==> src/rtl/bkm_pkg.sv <==
// bkm_pkg: shared constants, FSM encoding and counter-width helper for the BKM z-accumulator
//   Contents: W_DEF/N_DEF default widths, ST_IDLE/ST_RUN/ST_DONE state codes, iter_width()
package bkm_pkg;
    localparam int W_DEF = 64;
    localparam int N_DEF = 64;
    localparam logic [1:0] ST_IDLE = 2'd0;
    localparam logic [1:0] ST_RUN  = 2'd1;
    localparam logic [1:0] ST_DONE = 2'd2;
    // smallest width whose range holds 0..n, i.e. 2^width > n
    function automatic int iter_width(input int n);
        return $clog2(n + 1);
    endfunction
endpackage

==> src/rtl/bkm_ashr.sv <==
// bkm_ashr: W-bit barrel arithmetic right shift by an NW-bit amount, optional half-up rounding
//   Ports: i_val (W, two's complement operand), i_amt (NW, shift amount), o_val (W, shifted result)
//   Macro BKM_ZACC_ROUND_EN: when defined, adds 2^(amt-1) before shifting for 1 <= amt <= W
module bkm_ashr #(
    parameter int W  = 64,
    parameter int NW = 7
) (
    input  logic [W-1:0]  i_val,
    input  logic [NW-1:0] i_amt,
    output logic [W-1:0]  o_val
);
    // one guard bit so the rounding add cannot overflow and amt == W stays in the barrel
    localparam int D = W + 1;
    localparam int S = $clog2(D);
    logic [D-1:0] w_rnd;
    logic [D-1:0] w_sum;
    logic [D-1:0] w_stg [0:S];
    logic [S-1:0] w_amt;
    logic         w_big;
`ifdef BKM_ZACC_ROUND_EN
    assign w_rnd = (i_amt != '0 && 32'(i_amt) <= W) ? D'(1) << (i_amt - 1'b1) : '0;
`else
    assign w_rnd = '0;
`endif
    assign w_sum    = {i_val[W-1], i_val} + w_rnd;
    // past W every bit is shifted out, leaving only sign fill
    assign w_big    = 32'(i_amt) > W;
    assign w_amt    = w_big ? '0 : S'(i_amt);
    assign w_stg[0] = w_sum;
    for (genvar i = 0; i < S; i++) begin : g_stg
        assign w_stg[i+1] = w_amt[i] ? D'($signed(w_stg[i]) >>> (2 ** i)) : w_stg[i];
    end
    assign o_val = w_big ? {W{w_sum[D-1]}} : w_stg[S][W-1:0];
endmodule

==> src/rtl/bkm_z_accumulator.sv <==
// bkm_z_accumulator: iterative z = x + jy register of the BKM E-mode datapath
//   Inputs : clk, arst (async, active-high), start, x0/y0 (initial z), d_valid, p_x/p_y (d*z)
//   Outputs: z_x/z_y (current z), iter (index n), busy (RUN), done (1-cycle pulse), x_res/y_res
//   Each accepted digit: z <= z + ashr(p, n). Macro BKM_ZACC_ROUND_EN selects rounding shifts.
module bkm_z_accumulator
    import bkm_pkg::*;
#(
    parameter int W  = W_DEF,
    parameter int N  = N_DEF,
    parameter int NW = iter_width(N)
) (
    input  logic          clk,
    input  logic          arst,
    input  logic          start,
    input  logic [W-1:0]  x0,
    input  logic [W-1:0]  y0,
    input  logic          d_valid,
    input  logic [W-1:0]  p_x,
    input  logic [W-1:0]  p_y,
    output logic [W-1:0]  z_x,
    output logic [W-1:0]  z_y,
    output logic [NW-1:0] iter,
    output logic          busy,
    output logic          done,
    output logic [W-1:0]  x_res,
    output logic [W-1:0]  y_res
);
    logic [1:0]    r_state;
    logic [W-1:0]  r_zx, r_zy, r_xres, r_yres;
    logic [NW-1:0] r_iter;
    logic [W-1:0]  w_sx, w_sy, w_nx, w_ny;
    logic          w_acc, w_last;
    bkm_ashr #(.W(W), .NW(NW)) u_ashr_x (.i_val(p_x), .i_amt(r_iter), .o_val(w_sx));
    bkm_ashr #(.W(W), .NW(NW)) u_ashr_y (.i_val(p_y), .i_amt(r_iter), .o_val(w_sy));
    // modulo-2^W wrap is intentional: no saturation, no overflow flag
    assign w_nx   = r_zx + w_sx;
    assign w_ny   = r_zy + w_sy;
    assign w_acc  = r_state == ST_RUN && d_valid;
    assign w_last = r_iter == NW'(N - 1);
    always_ff @(posedge clk or posedge arst) begin
        if (arst) begin
            r_state <= ST_IDLE;
            r_zx    <= '0;
            r_zy    <= '0;
            r_iter  <= '0;
            r_xres  <= '0;
            r_yres  <= '0;
        end else if (r_state == ST_IDLE && start) begin
            r_state <= ST_RUN;
            r_zx    <= x0;
            r_zy    <= y0;
            r_iter  <= '0;
        end else if (w_acc) begin
            r_zx   <= w_nx;
            r_zy   <= w_ny;
            r_iter <= r_iter + 1'b1;
            if (w_last) begin
                r_xres  <= w_nx;
                r_yres  <= w_ny;
                r_state <= ST_DONE;
            end
        end else if (r_state == ST_DONE) begin
            r_state <= ST_IDLE;
        end
    end
    assign z_x   = r_zx;
    assign z_y   = r_zy;
    assign iter  = r_iter;
    assign busy  = r_state == ST_RUN;
    assign done  = r_state == ST_DONE;
    assign x_res = r_xres;
    assign y_res = r_yres;
endmodule

==> config.mk <==
export PLATFORM = sky130hd
export DESIGN_NAME = bkm_z_accumulator
export DESIGN_NICKNAME = d
export VERILOG_FILES = /design/src/rtl/bkm_pkg.sv /design/src/rtl/bkm_ashr.sv /design/src/rtl/bkm_z_accumulator.sv
export SDC_FILE = /design/constraint.sdc
export NUM_CORES = 1
export LEC_CHECK = 0
export CAP_MARGIN = 20
export CORE_MARGIN = 2
export CORE_UTILIZATION = 50
export CTS_BUF_LIST = sky130_fd_sc_hd__clkbuf_8
export CTS_CLUSTER_SIZE = 14
export DETAILED_ROUTE_END_ITERATION = 10
export GPL_TIMING_DRIVEN = 0
export PLACE_DENSITY = 0.78
export SYNTH_ARGS = -nofsm -noshare
export SYNTH_HDL_FRONTEND = slang
export SYNTH_SLANG_ARGS = --single-unit
export TNS_END_PERCENT = 10
==> constraint.sdc <==
create_clock -name clk -period 28.7 [get_ports clk]
set_clock_uncertainty 0.05 [all_clocks]
set_input_delay 5.74 -clock clk [delete_from_list [all_inputs] [get_ports clk]]
set_output_delay 5.74 -clock clk [all_outputs]
set_load 0.03 [all_outputs]
* Yosys cells after proc, flatten, opt, wreduce, memory -nomap -nowiden
Cells that the tools add are included.
** Storage, ports and cells
- Bits in registers :: 265
- Output and inout port bits :: 265
** Operators by class
- Add/sub/neg operators :: 3
- Order comparisons :: 1
- Equal/unequal tests :: 4
- Mux-type cells :: 27
- Bitwise gates (word level) :: 1
- Reduce and logical (&&, ||, !) cells :: 7
** Operators by type and width (count)
- $mux 63 :: 16
- $mux 64 :: 4
- $add 64x64->64 :: 2
- $mux 7 :: 3
- $mux 2 :: 4
- $add 7x1->7 const B :: 1
- $eq 7x6->1 const B :: 1
- $gt 7x7->1 const B :: 1
- $ne 3x1->1 const B :: 1
- $reduce_and 3->1 :: 1
- $reduce_bool 3->1 :: 1
- $eq 2x1->1 const B :: 1
- $eq 2x2->1 const B :: 1
- $logic_and 1x1->1 :: 2
- $logic_not 2->1 :: 1
- $reduce_and 2->1 :: 1
- $reduce_bool 2->1 :: 1
- $not 1->1 :: 1

* Longest topological paths before layout
- Word-level depth :: 13
- Depth in mapped cells :: 29
- Mapped depth without buffers :: 24

* Hierarchy
Synthesis repeated with hierarchy kept, for this count alone.
** Second synthesis, totals
- Cell total of the unflattened synthesis :: 3683
- Area, all modules :: 29234.3 µm²
** By module, submodules not included
- bkm_z_accumulator :: times used 1, cells an instance 2047, area an instance 17640.7 µm², sequential area each 6631.4 µm²
- bkm_ashr :: times used 2, cells an instance 818, area an instance 5796.8 µm², sequential area each 0.0 µm²

* Worst setup path after synthesis
No wires, ideal clock.
- Path kind :: input port to flip-flop
- Start point :: input port p_y[63]
- End point :: register r_zy[60], in the netlist z_y[60]
- Setup time :: 0.076 ns
- Data arrival time :: 9.532 ns
- Setup slack :: 19.042 ns
- Cell stages on the path :: 20
- Cell sequence :: clkbuf_1 > mux2i_1 > nand2_1 > a31oi_1 > mux2i_1 > mux2i_1 > o221ai_1 > ha_1 > inv_1 > fa_1 > nor2b_1 > o21ai_0 > a31oi_1 > o21ai_1 > a2111o_1 > a21o_1 > o211a_1 > o21bai_2 > mux2_2 > o21ai_1
** On the way
- Word-level cells in the longest chain between the ends :: 11
** Ends and longest elaborated chain
- from (decl) :: RTL line bkm_z_accumulator.sv:19 : input logic [W-1:0] p_y,
- $mux 63 (7 in a row) :: RTL line bkm_ashr.sv:31 : assign w_stg[i+1] = w_amt[i] ? D'($signed(w_stg[i]) >>> (2 ** i)) : w_stg[i];
- $mux 63 * :: RTL line bkm_ashr.sv:33 : assign o_val = w_big ? {W{w_sum[D-1]}} : w_stg[S][W-1:0];
- $add 64x64->64 * :: RTL line bkm_z_accumulator.sv:37 : assign w_ny = r_zy + w_sy;
- $mux 64 * :: RTL line bkm_z_accumulator.sv:53 : end else if (w_acc) begin
- $mux 64 * :: RTL line bkm_z_accumulator.sv:48 : end else if (r_state == ST_IDLE && start) begin
- to (signal assigned) :: RTL line bkm_z_accumulator.sv:51 : r_zy <= y0;
- to (signal assigned) :: RTL line bkm_z_accumulator.sv:55 : r_zy <= w_ny;
- to (decl) :: RTL line bkm_z_accumulator.sv:29 : logic [W-1:0] r_zx, r_zy, r_xres, r_yres;
Every way passes the cells marked *; elsewhere a longest branch is shown, timed or not. The select of a mux whose other input is x is not followed.
A chain may end at the register's enable or synchronous reset.

* Worst setup path in the final report
- Start point :: input port p_x[63]
- End point :: register r_xres[63], in the netlist x_res[63]
** On the way
- Word-level cells in the longest chain between the ends :: 9
** Ends and longest elaborated chain
- from (decl) :: RTL line bkm_z_accumulator.sv:18 : input logic [W-1:0] p_x,
- $mux 63 (7 in a row) :: RTL line bkm_ashr.sv:31
- $mux 63 :: RTL line bkm_ashr.sv:33
- $add 64x64->64 * :: RTL line bkm_z_accumulator.sv:36 : assign w_nx = r_zx + w_sx;
- to (signal assigned) :: RTL line bkm_z_accumulator.sv:58 : r_xres <= w_nx;
- to (decl) :: RTL line bkm_z_accumulator.sv:29
Every way passes the cells marked *; elsewhere a longest branch is shown, timed or not.

==> flow_summary.ini <==
[synth]
synth_seq_area_share_pct = 25.04
ys_top_cells_by_area = dfrtp_1 (25%), nand2_1 (11%), mux2i_1 (10%)
netlist_instances = 3466
yosysUniqueCellTypes = 79
avgSynthCellArea_um2 = 7.641
synth_edf_count = 0
async_flop_share_pct = 100.0
synth-seq-cells = 265
syn-cell-area_um2 = 26480
yosysMostFrequentCell = nand2_1
synth.net_count = 3856
synth_common_cells = nand2_1 (767), mux2i_1 (266), dfrtp_1 (265)
synth_top_area_share_pct = 25.04
yosysTopAreaCell = dfrtp_1
synth_ff_type = dfrtp_1
yosys_warnings = 0

[clocking]
post_cts_buffers = 0
htree_levels = 2
clk_pin_slew_ns = 0.06
cts_buffers = 47
cts-resized-gates = 0
clk_path_buf_depth = 3
root_buffer = clkbuf_8
insertion_delay_ns = 0.67
postCtsHoldBufs = 0
cts.sinks = 265
tritoncts = yes

[drt]
wire_per_inst_um = 29.75
vias = 32821
antenna_left = 0
via_per_inst = 6.884
first_iter_violations = 5278
wl_um = 141800
dr.pass1.iters = 6
drc = 0

[global_routing]
antenna_found_initial = 6
grt_usage_pct = 49.86
overflow = 0
grt_pass1_wl_um = 201900
grt_max_degree = 126
grt_pass1_vias = 30172

[cells_and_area]
fin_cells = 4768
nets = 4430
area_growth_pct = 27.36
drive_gt1_share_pct = 4.885
multiInputGateArea_um2 = 18580
regArea_um2 = 6631
n_fill_cell = 4510

[sta]
tns_ns = 0
maxSlewViolCount = 0
slew_headroom_pct = 23.38
min_period_ns = 11.78
rsz0062_at_grt = no
tightest_slew_ns = 1.149
hold_viol = 0
fmax_mhz = 84.87
post-route-period-util_pct = 41.05
setup_viol = 0

[status]
status = finished clean

[floorplan]
die_area_um2 = 54830
dieWidth_um = 234.2
rows = 84
ioPinCount = 525
core_area_um2 = 52450
die_h_um = 234.2
initial_core_util_pct = 50.50

[setup_path]
critPathSlowestCell = clkdlybuf4s50_1
end_kind = flip-flop
r2r-end = y_res[56]
start_kind = input port
rr_worst_depth = 26
critPathArrivalTime_ns = 12.24
path_cells = clkdlybuf4s50_1 -> clkbuf_1 -> o21ai_0 -> a21oi_1 -> a21oi_1 -> mux2i_1 -> o21ai_0 -> a221oi_1 -> ha_1 -> nand2_2 -> or3_1 -> a211o_1 -> a2111oi_4 -> o21ai_2 -> a2111oi_1 -> or2_1 -> o211ai_2 -> xnor2_1 -> o21ai_1
crit_type = input port to flip-flop
path_max_fanout = 10
slowest_delay_ns = 0.76
r2r_slack_ns = 18.65
timing.rr.start = iter[0]
worst_ep_required_time_ns = 29.15

[place]
portBuffers = 522
gp_congestion = 1.089
post-place-cells = 4679
dp_hpwl_um = 113600

[hold_path]
holdPathStages = 2
hold_start = x_res[22]
hold_path_class = flip-flop to flip-flop
min_to = x_res[22]

[flow_run]
max_cap_viol_count = 0
-- how the worst max path moves through the flow --
stage	from	end	slack, ns
2_1_floorplan	arst	iter[0]	15.61
3_3_place_gp	arst	y_res[16]	12.32
3_5_place_dp	p_x[52]	x_res[63]	16.70
4_1_cts	p_x[63]	x_res[63]	17.34
5_1_grt	p_y[61]	z_y[56]	16.80
6_report	p_x[63]	x_res[63]	16.92
-- through the flow --
| step | cell area [um2] | hold WS [ns] | setup WS [ns] | utilization, % |
|---|---|---|---|---|
| finish | 33730 | 0.4232 | 16.92 | 64.32 |
| global route | 33720 | 0.4494 | 16.80 | 64.30 |
| CTS | 33720 | 0.4262 | 17.34 | 64.29 |
| detailed placement | 32660 | 0.4121 | 16.70 | 62.27 |
| global placement | 32570 | 0.4075 | 12.32 | 62.10 |
| floorplan | 26480 | 0.4375 | 15.61 | - |
-- layout by cell type (no fill, tap or decap), types with 19 or more instances in the layout --
| cell | synthesis | routed |
|---|---|---|
| a221oi_1 | 31 | 31 |
| xnor2_1 | 66 | 66 |
| a21o_1 | 72 | 72 |
| o21a_1 | 19 | 19 |
| mux2i_1 | 266 | 266 |
| nor2b_1 | 31 | 31 |
| buf_1 | 24 | 24 |
| nand2_1 | 767 | 767 |
| clkbuf_1 | 216 | 216 |
| a31oi_1 | 105 | 105 |
| dfrtp_1 | 265 | 265 |
| o211ai_1 | 22 | 22 |
| a22oi_1 | 110 | 110 |
| buf_2 | 28 | 28 |
| and2_1 | 68 | 68 |
| o21bai_1 | 21 | 21 |
| a21oi_1 | 254 | 254 |
| and3_1 | 40 | 40 |
| clkdlybuf4s50_1 | 0 | 522 |
| ha_1 | 128 | 128 |
| inv_1 | 44 | 52 |
| nor2_1 | 128 | 128 |
| a211oi_1 | 120 | 120 |
| xor2_1 | 56 | 56 |
| nand3_1 | 41 | 41 |
| nand4_1 | 32 | 32 |
| clkbuf_8 | 0 | 51 |
| mux2_2 | 37 | 37 |
| o21ai_0 | 237 | 237 |
| o221ai_1 | 33 | 33 |
-- layer usage --
layer	share of wire, %	GRT usage, %	routed length (um)	vias up
met1	39	66.74	54880	15545
met3	14	16.06	20460	561
met4	6.4	26.48	9047	4
li1	-	-	-	13810
met5	0.018	0	25	-
met2	40	71.23	57430	2901
-- worst max-delay path, delay by kind of cell --
kind | cells | cell delay (ns)
fa+ha+maj | 1 | 0.34
mux | 1 | 0.43
xor+xnor | 1 | 0.40
simple gates | 3 | 0.75
buf+inv | 2 | 1.39
compound gates | 11 | 3.17
-- logic make-up (layout without fill, tap and decap cells) --
group / Yosys count / count (layout) / synth area share (%)
AND/OR/NAND/NOR: 1184 / 1184 / 19.36
buffers and inverters: 321 / 929 / 4.800
adder cells (fa/ha/maj): 130 / 130 / 6.198
flip-flops: 265 / 265 / 25.04
other: 0 / 6 / 0
multiplexers: 319 / 319 / 12.99
XOR/XNOR: 122 / 122 / 4.035
AO/OA/AOI/OAI: 1125 / 1125 / 27.59
-- state kept, by name (all words and copies together) (netlist names) --
| signal | flops |
|---|---|
| r_state | 2 |
| iter | 7 |
| z_x | 64 |
| z_y | 64 |
| x_res | 64 |
| y_res | 64 |
-- final cells by class --
class / instances / area share, %
Clock buffer: 51 / 2.081
Buffer: 276 / 3.268
Inverter: 45 / 0.5230
Antenna cell: 6 / 0.04451
Tap cell: 688 / 2.552
Sequential cell: 265 / 19.66
Clock inverter: 32 / 1.050
Multi-Input combinational cell: 2880 / 55.09
Timing Repair Buffer: 525 / 15.74
Power is left out: the tool's default activity adds up to more than one toggle a clock period on the data nets, which glitch-free logic cannot reach.
